$ cat src/rtl/seg_bcd_scan_counter.sv
// Multi-digit BCD up/down counter with valid/ready load, wrap pulse and a scanned 7-segment driver.
// Latency: count/wrap 1 cycle after tick or load; seg/dig_sel 1 cycle after count/scan index.
// Backpressure: ld_ready is held low only in reset. Optional leading-zero blanking via SEG_LZ_BLANK_EN.
module seg_bcd_scan_counter #(
    parameter int NUM_DIGITS  = 4,
    parameter int TICK_CYCLES = 13500000,
    parameter int SCAN_CYCLES = 13500,
    parameter int SEG_INV     = 0
) (
    input  logic                    clk,
    input  logic                    rst_n,
    input  logic                    en,
    input  logic                    up,
    input  logic                    ld_valid,
    output logic                    ld_ready,
    input  logic [4*NUM_DIGITS-1:0] ld_data,
    output logic [4*NUM_DIGITS-1:0] count,
    output logic                    wrap,
    output logic [6:0]              seg,
    output logic [NUM_DIGITS-1:0]   dig_sel
);

    localparam int W  = 4 * NUM_DIGITS;
    localparam int PW = (TICK_CYCLES > 1) ? $clog2(TICK_CYCLES) : 1;
    localparam int SW = (SCAN_CYCLES > 1) ? $clog2(SCAN_CYCLES) : 1;
    localparam int IW = (NUM_DIGITS > 1) ? $clog2(NUM_DIGITS) : 1;
    localparam logic [6:0]            SEG_OFF = (SEG_INV != 0) ? 7'h7F : 7'h00;
    localparam logic [NUM_DIGITS-1:0] DIG_OFF = (SEG_INV != 0) ? {NUM_DIGITS{1'b1}} : {NUM_DIGITS{1'b0}};

    logic [PW-1:0]         presc;
    logic [SW-1:0]         scan_cnt;
    logic [IW-1:0]         scan_idx;
    logic                  tick;
    logic                  load;
    logic                  carry_out;
    logic [W-1:0]          step_cnt;
    logic [W-1:0]          ld_clamped;
    logic [3:0]            sel_nib;
    logic [6:0]            seg_raw;
    logic [NUM_DIGITS-1:0] onehot;

    function automatic logic [6:0] decode(input logic [3:0] d);
        case (d)
            4'd0:    decode = 7'h3F;
            4'd1:    decode = 7'h06;
            4'd2:    decode = 7'h5B;
            4'd3:    decode = 7'h4F;
            4'd4:    decode = 7'h66;
            4'd5:    decode = 7'h6D;
            4'd6:    decode = 7'h7D;
            4'd7:    decode = 7'h07;
            4'd8:    decode = 7'h7F;
            4'd9:    decode = 7'h6F;
            default: decode = 7'h40;
        endcase
    endfunction

    assign tick = en && (presc == PW'(TICK_CYCLES - 1));
    assign load = ld_valid && ld_ready;

    // Ripple step: carry (up) or borrow (down) propagates while digits sit at their limit.
    always_comb begin
        logic [3:0] nib;
        logic       c;
        nib      = '0;
        c        = 1'b1;
        step_cnt = count;
        for (int k = 0; k < NUM_DIGITS; k++) begin
            nib = count[4*k +: 4];
            if (c) begin
                if (up) begin
                    if (nib >= 4'd9) begin
                        step_cnt[4*k +: 4] = 4'd0;
                    end else begin
                        step_cnt[4*k +: 4] = nib + 4'd1;
                        c = 1'b0;
                    end
                end else begin
                    if (nib == 4'd0) begin
                        step_cnt[4*k +: 4] = 4'd9;
                    end else begin
                        step_cnt[4*k +: 4] = nib - 4'd1;
                        c = 1'b0;
                    end
                end
            end
        end
        carry_out = c;
    end

    always_comb begin
        ld_clamped = ld_data;
        for (int k = 0; k < NUM_DIGITS; k++) begin
            if (ld_data[4*k +: 4] > 4'd9) begin
                ld_clamped[4*k +: 4] = 4'd9;
            end
        end
    end

    always_comb begin
        sel_nib = '0;
        onehot  = '0;
        for (int k = 0; k < NUM_DIGITS; k++) begin
            onehot[k] = (scan_idx == IW'(k));
            if (scan_idx == IW'(k)) begin
                sel_nib = count[4*k +: 4];
            end
        end
    end

`ifdef SEG_LZ_BLANK_EN
    logic sel_blank;

    // Scan from the top digit down; a digit is blank while it and everything above it is zero.
    always_comb begin
        logic hi_zero;
        hi_zero   = 1'b1;
        sel_blank = 1'b0;
        for (int k = NUM_DIGITS - 1; k >= 0; k--) begin
            hi_zero = hi_zero && (count[4*k +: 4] == 4'd0);
            if (scan_idx == IW'(k)) begin
                sel_blank = hi_zero && (k > 0);
            end
        end
    end

    assign seg_raw = sel_blank ? 7'h00 : decode(sel_nib);
`else
    assign seg_raw = decode(sel_nib);
`endif

    always_ff @(posedge clk) begin
        if (!rst_n) begin
            count    <= '0;
            wrap     <= 1'b0;
            ld_ready <= 1'b0;
            seg      <= SEG_OFF;
            dig_sel  <= DIG_OFF;
            presc    <= '0;
            scan_cnt <= '0;
            scan_idx <= '0;
        end else begin
            ld_ready <= 1'b1;
            wrap     <= 1'b0;
            if (load) begin
                count <= ld_clamped;
                presc <= '0;
            end else if (en) begin
                if (tick) begin
                    count <= step_cnt;
                    wrap  <= carry_out;
                    presc <= '0;
                end else begin
                    presc <= presc + 1'b1;
                end
            end

            if (scan_cnt == SW'(SCAN_CYCLES - 1)) begin
                scan_cnt <= '0;
                scan_idx <= (scan_idx == IW'(NUM_DIGITS - 1)) ? '0 : scan_idx + 1'b1;
            end else begin
                scan_cnt <= scan_cnt + 1'b1;
            end

            seg     <= (SEG_INV != 0) ? ~seg_raw : seg_raw;
            dig_sel <= (SEG_INV != 0) ? ~onehot : onehot;
        end
    end

endmodule

$ cat config.mk
export PLATFORM = sky130hd
export DESIGN_NAME = seg_bcd_scan_counter
export DESIGN_NICKNAME = d
export VERILOG_FILES = /design/src/rtl/seg_bcd_scan_counter.sv
export SDC_FILE = /design/constraint.sdc
export NUM_CORES = 1
export LEC_CHECK = 0
export BUFFER_PORTS_ARGS = -buffer_cell sky130_fd_sc_hd__buf_2
export CAP_MARGIN = 10
export CORE_AREA = 5 5 126 128
export CTS_CLUSTER_DIAMETER = 60
export CTS_CLUSTER_SIZE = 40
export DETAILED_ROUTE_END_ITERATION = 8
export DIE_AREA = 0 0 131 133
export GPL_ROUTABILITY_DRIVEN = 0
export GPL_TIMING_DRIVEN = 0
export PLACE_DENSITY = 0.51
export SYNTH_ARGS = -nofsm -noshare
export SYNTH_HDL_FRONTEND = slang
export SYNTH_SLANG_ARGS = --single-unit
$ cat constraint.sdc
create_clock -name clk -period 5.3 [get_ports clk]
set_input_delay 0.795 -clock clk [delete_from_list [all_inputs] [get_ports clk]]
set_output_delay 0.795 -clock clk [all_outputs]
set_load 0.005 [all_outputs]
==> impl_metrics.env, run 1 <==
export IMPL_layout_cells_non_filler=773
export IMPL_die_w_um=131
export IMPL_synth_top_family_by_area="simple AND/OR/NAND/NOR gates"
export IMPL_regArea_um2=1380
export IMPL_syn_area_per_cell_um2=7.96
export IMPL_ir_worst_vdd_v=0.000130
export IMPL_crit_required_ps=5560
export IMPL_yosysTopAreaCellShare_pct=33.4
export IMPL_cpLargestDelayFamily="simple AND/OR/NAND/NOR gates"
export IMPL_yosys_warnings=0
export IMPL_slew_viol_final=0
export IMPL_worstSetupPathType="flop to flop"
export IMPL_hold_violations=0
export IMPL_rsz0062_at_grt="false"
export IMPL_cp_cell_sequence="inv_1 -> ha_1 -> or3b_1 -> o22a_1 -> or2_1 -> nor3_2 -> mux2_2 -> o21ai_0"
export IMPL_synth_edff_count=0
export IMPL_synthArstFlopShare_pct=0
export IMPL_num_fill_cells=1602
export IMPL_cts_setup_buffers=0
export IMPL_std_cell_rows=45
export IMPL_tightest_slew_ps=836
export IMPL_cts_resized=0
export IMPL_clock_skew_ps=10.3
export IMPL_synthFlopType="dfxtp_1"
export IMPL_cts_buffer_depth=2
export IMPL_critPathMaxFanout=9
export IMPL_dieHeight_um=133
export IMPL_first_global_vias=3753
export IMPL_num_vias=3887
export IMPL_crit_arrival_ps=2960
export IMPL_ctsRootBufferMaster="clkbuf_16"
export IMPL_track_usage_pct=13.4
export IMPL_netlist_area_um2=4140
export IMPL_drive_above_1_share_pct=13.0
export IMPL_cts_sinks=69
export IMPL_avgViaCountPerCell=5.03
export IMPL_yosysTopAreaCell="dfxtp_1"
export IMPL_nets=626
export IMPL_dpl_cell_count=757
export IMPL_drtPass1Iterations=5
export IMPL_period_needed_ps=2690
export IMPL_synthTopCellsByArea="dfxtp_1 33%, ha_1 7.6%, nor2_1 6.1%"
export IMPL_die_area_um2=17400
export IMPL_core_area_um2=14800
export IMPL_p_leak_nw=1.89
export IMPL_cp_num_buf_inv=1
export IMPL_synth_compound_area_share_pct=18.5
export IMPL_postRouteAntennaNets=0
export IMPL_antenna_found_initial=0
export IMPL_cts_clk_slew_worst_paths_ps=60
export IMPL_antenna_cells=0
export IMPL_port_buffers=49
export IMPL_cts_made_buffers=9
export IMPL_synthAdderAreaFrac_pct=7.55
export IMPL_ios=50
export IMPL_start_util_pct=28.1
export IMPL_finalPower_mw=1.32
export IMPL_area_growth_pct=18.8
export IMPL_drcViolationCount=0
export IMPL_hpwl_um=8610
export IMPL_synth_xor_area_share_pct=7.40
export IMPL_slowest_stage="dfxtp_1"
export IMPL_synth_mux_area_share_pct=2.48
export IMPL_grt_max_degree=14
export IMPL_ys_types=57
export IMPL_dr_first_iter_drc_count=195
export IMPL_endpoint_kind="flop"
export IMPL_wirelength_um=11400
export IMPL_hp_class="flop to flop"
export IMPL_grt_pass1_wl_um=18800
export IMPL_wl_per_cell_um=14.8
export IMPL_max_cap_viol_count=0
export IMPL_setup_violations=0
export IMPL_syn_inst=520
export IMPL_synthSimpleGateAreaFrac_pct=26.2
export IMPL_cts_tree="done"
export IMPL_synth_fp_nets=566
export IMPL_cp_start_kind="flop"
export IMPL_yosysSeqAreaShare_pct=33.4
export IMPL_power_density_nw_per_um2=268
export IMPL_min_period_over_period_pct=50.8
export IMPL_max_freq_mhz=371
export IMPL_clk_latency_ps=340
export IMPL_synth_seq_cells=69
export IMPL_max_stage_delay_ps=400
export IMPL_htreeDepth=3
export IMPL_relSlewSlack_pct=44.3
export IMPL_grt_ovfl_total=0
export IMPL_tns_ps=0
export IMPL_multiInputGateArea_um2=2570
export IMPL_cts_hold_buf=0
export IMPL_status="complete, no violations"
[cells in the final DEF, fill, tap and decap left out, types with 6 or more instances in the layout]
cell / count
dfxtp_1: 69
nor2_1: 67
buf_2: 52
nand2_1: 42
a21oi_1: 29
o21ai_0: 28
ha_1: 25
inv_1: 23
nand3_1: 20
xnor2_1: 18
clkbuf_1: 18
xor2_1: 17
nor3_1: 11
nand2b_1: 10
a31oi_1: 10
nand4_1: 9
clkbuf_16: 9
mux2i_1: 8
and3_1: 7
nor3b_1: 7
and2_1: 7
a21boi_0: 7
nor2b_1: 6
o211ai_1: 6
[synth_stat cells (8+ instances only)]
master	n
ha_1	25
nand2_1	42
dfxtp_1	69
nand4_1	9
o21ai_0	28
clkbuf_1	18
nor2_1	67
mux2i_1	8
a21oi_1	29
nor3_1	11
nand3_1	20
inv_1	23
xor2_1	17
a31oi_1	10
nand2b_1	10
xnor2_1	18
[where the power goes]
| group | switching, mW | internal (mW) |
|---|---|---|
| Combinational | 0.0934 | 0.0660 |
| Clock | 0.246 | 0.366 |
| Sequential | 0.0159 | 0.533 |
| Total | 0.356 | 0.965 |
[sequential cells by signal, indices dropped and copies added, names as in the netlist]
signal	count
wrap	1
presc	24
count	16
ld_ready	1
seg	7
scan_idx	2
dig_sel	4
scan_cnt	14
[worst paths after layout]
kind | from | endpoint | slack (ps) | cells after the start
setup reg to reg | count[0] | count[13] | 2610 | 8
hold reg to reg | scan_cnt[0] | scan_cnt[0] | 480 | 1
hold / removal | scan_cnt[0] | scan_cnt[0] | 480 | 1
setup / recovery | count[0] | count[13] | 2610 | 8
[stage by stage]
step / area (µm²) / setup slack (ps) / hold WS [ps] / util [%]
floorplan: 4140 / 2930 / 418 / -
global placement: 4620 / 2510 / 431 / 31.3
detailed placement: 4620 / 2480 / 451 / 31.3
CTS: 4920 / 2640 / 492 / 33.4
global route: 4920 / 2470 / 520 / 33.4
finish: 4920 / 2610 / 483 / 33.4
[cell families (layout without fill, tap and decap cells)]
logic type,count (synthesis),in the layout
buffers and inverters,47,112
xor gates and xnor gates,35,35
AOI/OAI and AO/OA,120,120
DFF,69,69
adders and majority gates,25,25
muxes,10,10
and+or+nand+nor,214,214
[area by class of cell]
cell class | instances | area share [%]
Clock inverter | 7 | 1.48
Buffer | 24 | 2.06
Inverter | 23 | 1.75
Timing Repair Buffer | 49 | 4.98
Clock buffer | 9 | 4.58
Sequential cell | 69 | 28.1
Tap cell | 188 | 4.78
Multi-Input combinational cell | 404 | 52.3
[metal layers]
metal  part of all wire [%]  GRT usage [%]  vias up  wire [µm]
met5                      0              0        -          0
met4                    1.2           3.89        0        142
met3                    5.1           3.31       10        583
met2                     47           21.7       87       5380
met1                     47           17.4     1842       5310
li1                       -              -     1948          -
(Power assumes the default switching activity.)
==> run 2: changes to the inputs <==
==> constraint.sdc (replaced) <==
create_clock -name clk -period 2.7 [get_ports clk]
set_input_delay 0.405 -clock clk [delete_from_list [all_inputs] [get_ports clk]]
set_output_delay 0.405 -clock clk [all_outputs]
set_load 0.005 [all_outputs]
==> impl_metrics.env, run 2 (synthesis gave the netlist of run 1 again) <==
export IMPL_cts_tree="done"
export IMPL_tns_ps=0
export IMPL_slowest_stage="dfxtp_1"
export IMPL_die_w_um=131
export IMPL_tightest_slew_ps=792
export IMPL_top_register="presc"
export IMPL_area_growth_pct=19.3
export IMPL_cp_cell_sequence="inv_1 -> ha_2 -> or3b_1 -> o22a_1 -> or2_1 -> nor3_4 -> mux2_2 -> o21ai_0"
export IMPL_largest_reg_flops=24
export IMPL_min_period_over_period_pct=94.7
export IMPL_period_needed_ps=2560
export IMPL_power_density_nw_per_um2=525
export IMPL_power_frac_comb_pct=12.1
export IMPL_cts_made_buffers=9
export IMPL_grt_pass1_wl_um=18800
export IMPL_crit_required_ps=2960
export IMPL_p_int_mw=1.90
export IMPL_reg_top3="presc x24, count x16, scan_cnt x14"
export IMPL_critPathMaxFanout=9
export IMPL_relSlewSlack_pct=46.8
export IMPL_wirelength_um=11400
export IMPL_die_area_um2=17400
export IMPL_start_util_pct=28.1
export IMPL_grt_max_degree=14
export IMPL_ctsRootBufferMaster="clkbuf_16"
export IMPL_antenna_found_initial=0
export IMPL_antenna_cells=0
export IMPL_dieHeight_um=133
export IMPL_htreeDepth=3
export IMPL_max_stage_delay_ps=400
export IMPL_p_sw_mw=0.701
export IMPL_grt_ovfl_total=0
export IMPL_track_usage_pct=13.4
export IMPL_max_freq_mhz=391
export IMPL_postLayoutCoreUtil_pct=33.5
export IMPL_ir_worst_vdd_v=0.000261
export IMPL_mostFrequentLayoutCells="69 x dfxtp_1, 67 x nor2_1, 52 x buf_2, 42 x nand2_1, 29 x a21oi_1"
export IMPL_drive_above_1_share_pct=13.8
export IMPL_cts_sinks=69
export IMPL_ios=50
export IMPL_clockPowerShare_pct=46.4
export IMPL_slew_viol_final=0
export IMPL_clk_latency_ps=340
export IMPL_drcViolationCount=0
export IMPL_final_common_cell="dfxtp_1"
export IMPL_hpwl_um=8610
export IMPL_core_area_um2=14800
export IMPL_seqPwrFrac_pct=41.5
export IMPL_hold_ws_ps=291
export IMPL_hp_class="primary input to flop"
export IMPL_layout_cells_non_filler=773
export IMPL_rsz0062_at_grt="false"
export IMPL_setup_violations=0
export IMPL_clock_skew_ps=11.2
export IMPL_num_vias=3885
export IMPL_crit_arrival_ps=2820
export IMPL_first_global_vias=3753
export IMPL_postRouteAntennaNets=0
export IMPL_preCtsSetupSlack_ps=53.8
export IMPL_status="complete, no violations"
export IMPL_cts_clk_slew_worst_paths_ps=60
export IMPL_fin_ws_ps=142
export IMPL_cts_buffer_depth=2
export IMPL_cp_start_kind="flop"
export IMPL_hold_violations=0
export IMPL_port_buffers=49
export IMPL_dr_first_iter_drc_count=215
export IMPL_p_sw_share_pct=27.0
export IMPL_drtPass1Iterations=4
export IMPL_avgViaCountPerCell=5.03
export IMPL_dpl_cell_count=757
export IMPL_worstSetupPathType="flop to flop"
export IMPL_num_fill_cells=1602
export IMPL_endpoint_kind="flop"
export IMPL_nets=626
export IMPL_std_cell_rows=45
export IMPL_p_leak_nw=1.91
export IMPL_wl_per_cell_um=14.8
export IMPL_max_cap_viol_count=0
==> run 2: power groups by stage <==
stage	combinational, mW	sequential, mW	clock (mW)
finish	0.315	1.08	1.20
global route	0.355	1.08	1.28
CTS	0.314	1.08	1.24
detailed placement	0.312	1.10	0
global placement	0.309	1.10	0
floorplan	0.203	1.10	0
==> run 2: through the flow <==
stage               area (µm²)  total power, mW
global route              4940             2.71
CTS                       4920             2.63
floorplan                 4140             1.30
detailed placement        4620             1.41
global placement          4620             1.41
finish                    4940             2.60
==> run 2: path summary, 6_finish.rpt <==
check        cells after the start           to   startpoint  slack (ps)
max                              8    count[13]     count[0]         140
min                              1     ld_ready        rst_n         290
max reg2reg                      8    count[13]     count[0]         140
min reg2reg                      1  scan_cnt[0]  scan_cnt[0]         480
==> run 2: what timing repair did <==
action / 4_1_cts / 5_1_grt
hold buffers: 0 / 0
setup buffers: 0 / 1
endpoints found under the setup margin: 0 / 9
gates resized for setup: 0 / 6
==> run 2: layout make-up <==
| type | count | area [µm²] | area share [%] |
|---|---|---|---|
| clock inverter | 7 | 72.6 | 1.47 |
| timing repair buffer | 50 | 253 | 5.11 |
| tap | 188 | 235 | 4.76 |
| buffer | 23 | 98.8 | 2.00 |
| clock buffer | 9 | 225 | 4.56 |
| sequential | 69 | 1380 | 27.9 |
| multi-input combinational | 404 | 2590 | 52.4 |
| inverter | 23 | 86.3 | 1.75 |
==> run 2: per-layer routing <==
| metal | GRT usage (%) | up-vias | wire length, µm |
|---|---|---|---|
| li1 | - | 1951 | - |
| met1 | 17.4 | 1824 | 5310 |
| met2 | 21.7 | 99 | 5360 |
| met3 | 3.31 | 11 | 594 |
| met4 | 3.89 | 0 | 150 |
| met5 | 0 | - | 0 |
==> run 2: critical path, delay by kind of cell (launching register included) <==
family	cells	cell delay (ps)
AND/OR/NAND/NOR	3	970
multiplexers	1	360
buffers and inverters	1	150
AO/OA/AOI/OAI	2	340
flip-flops	1	400
adder cells (fa/ha/maj)	1	250
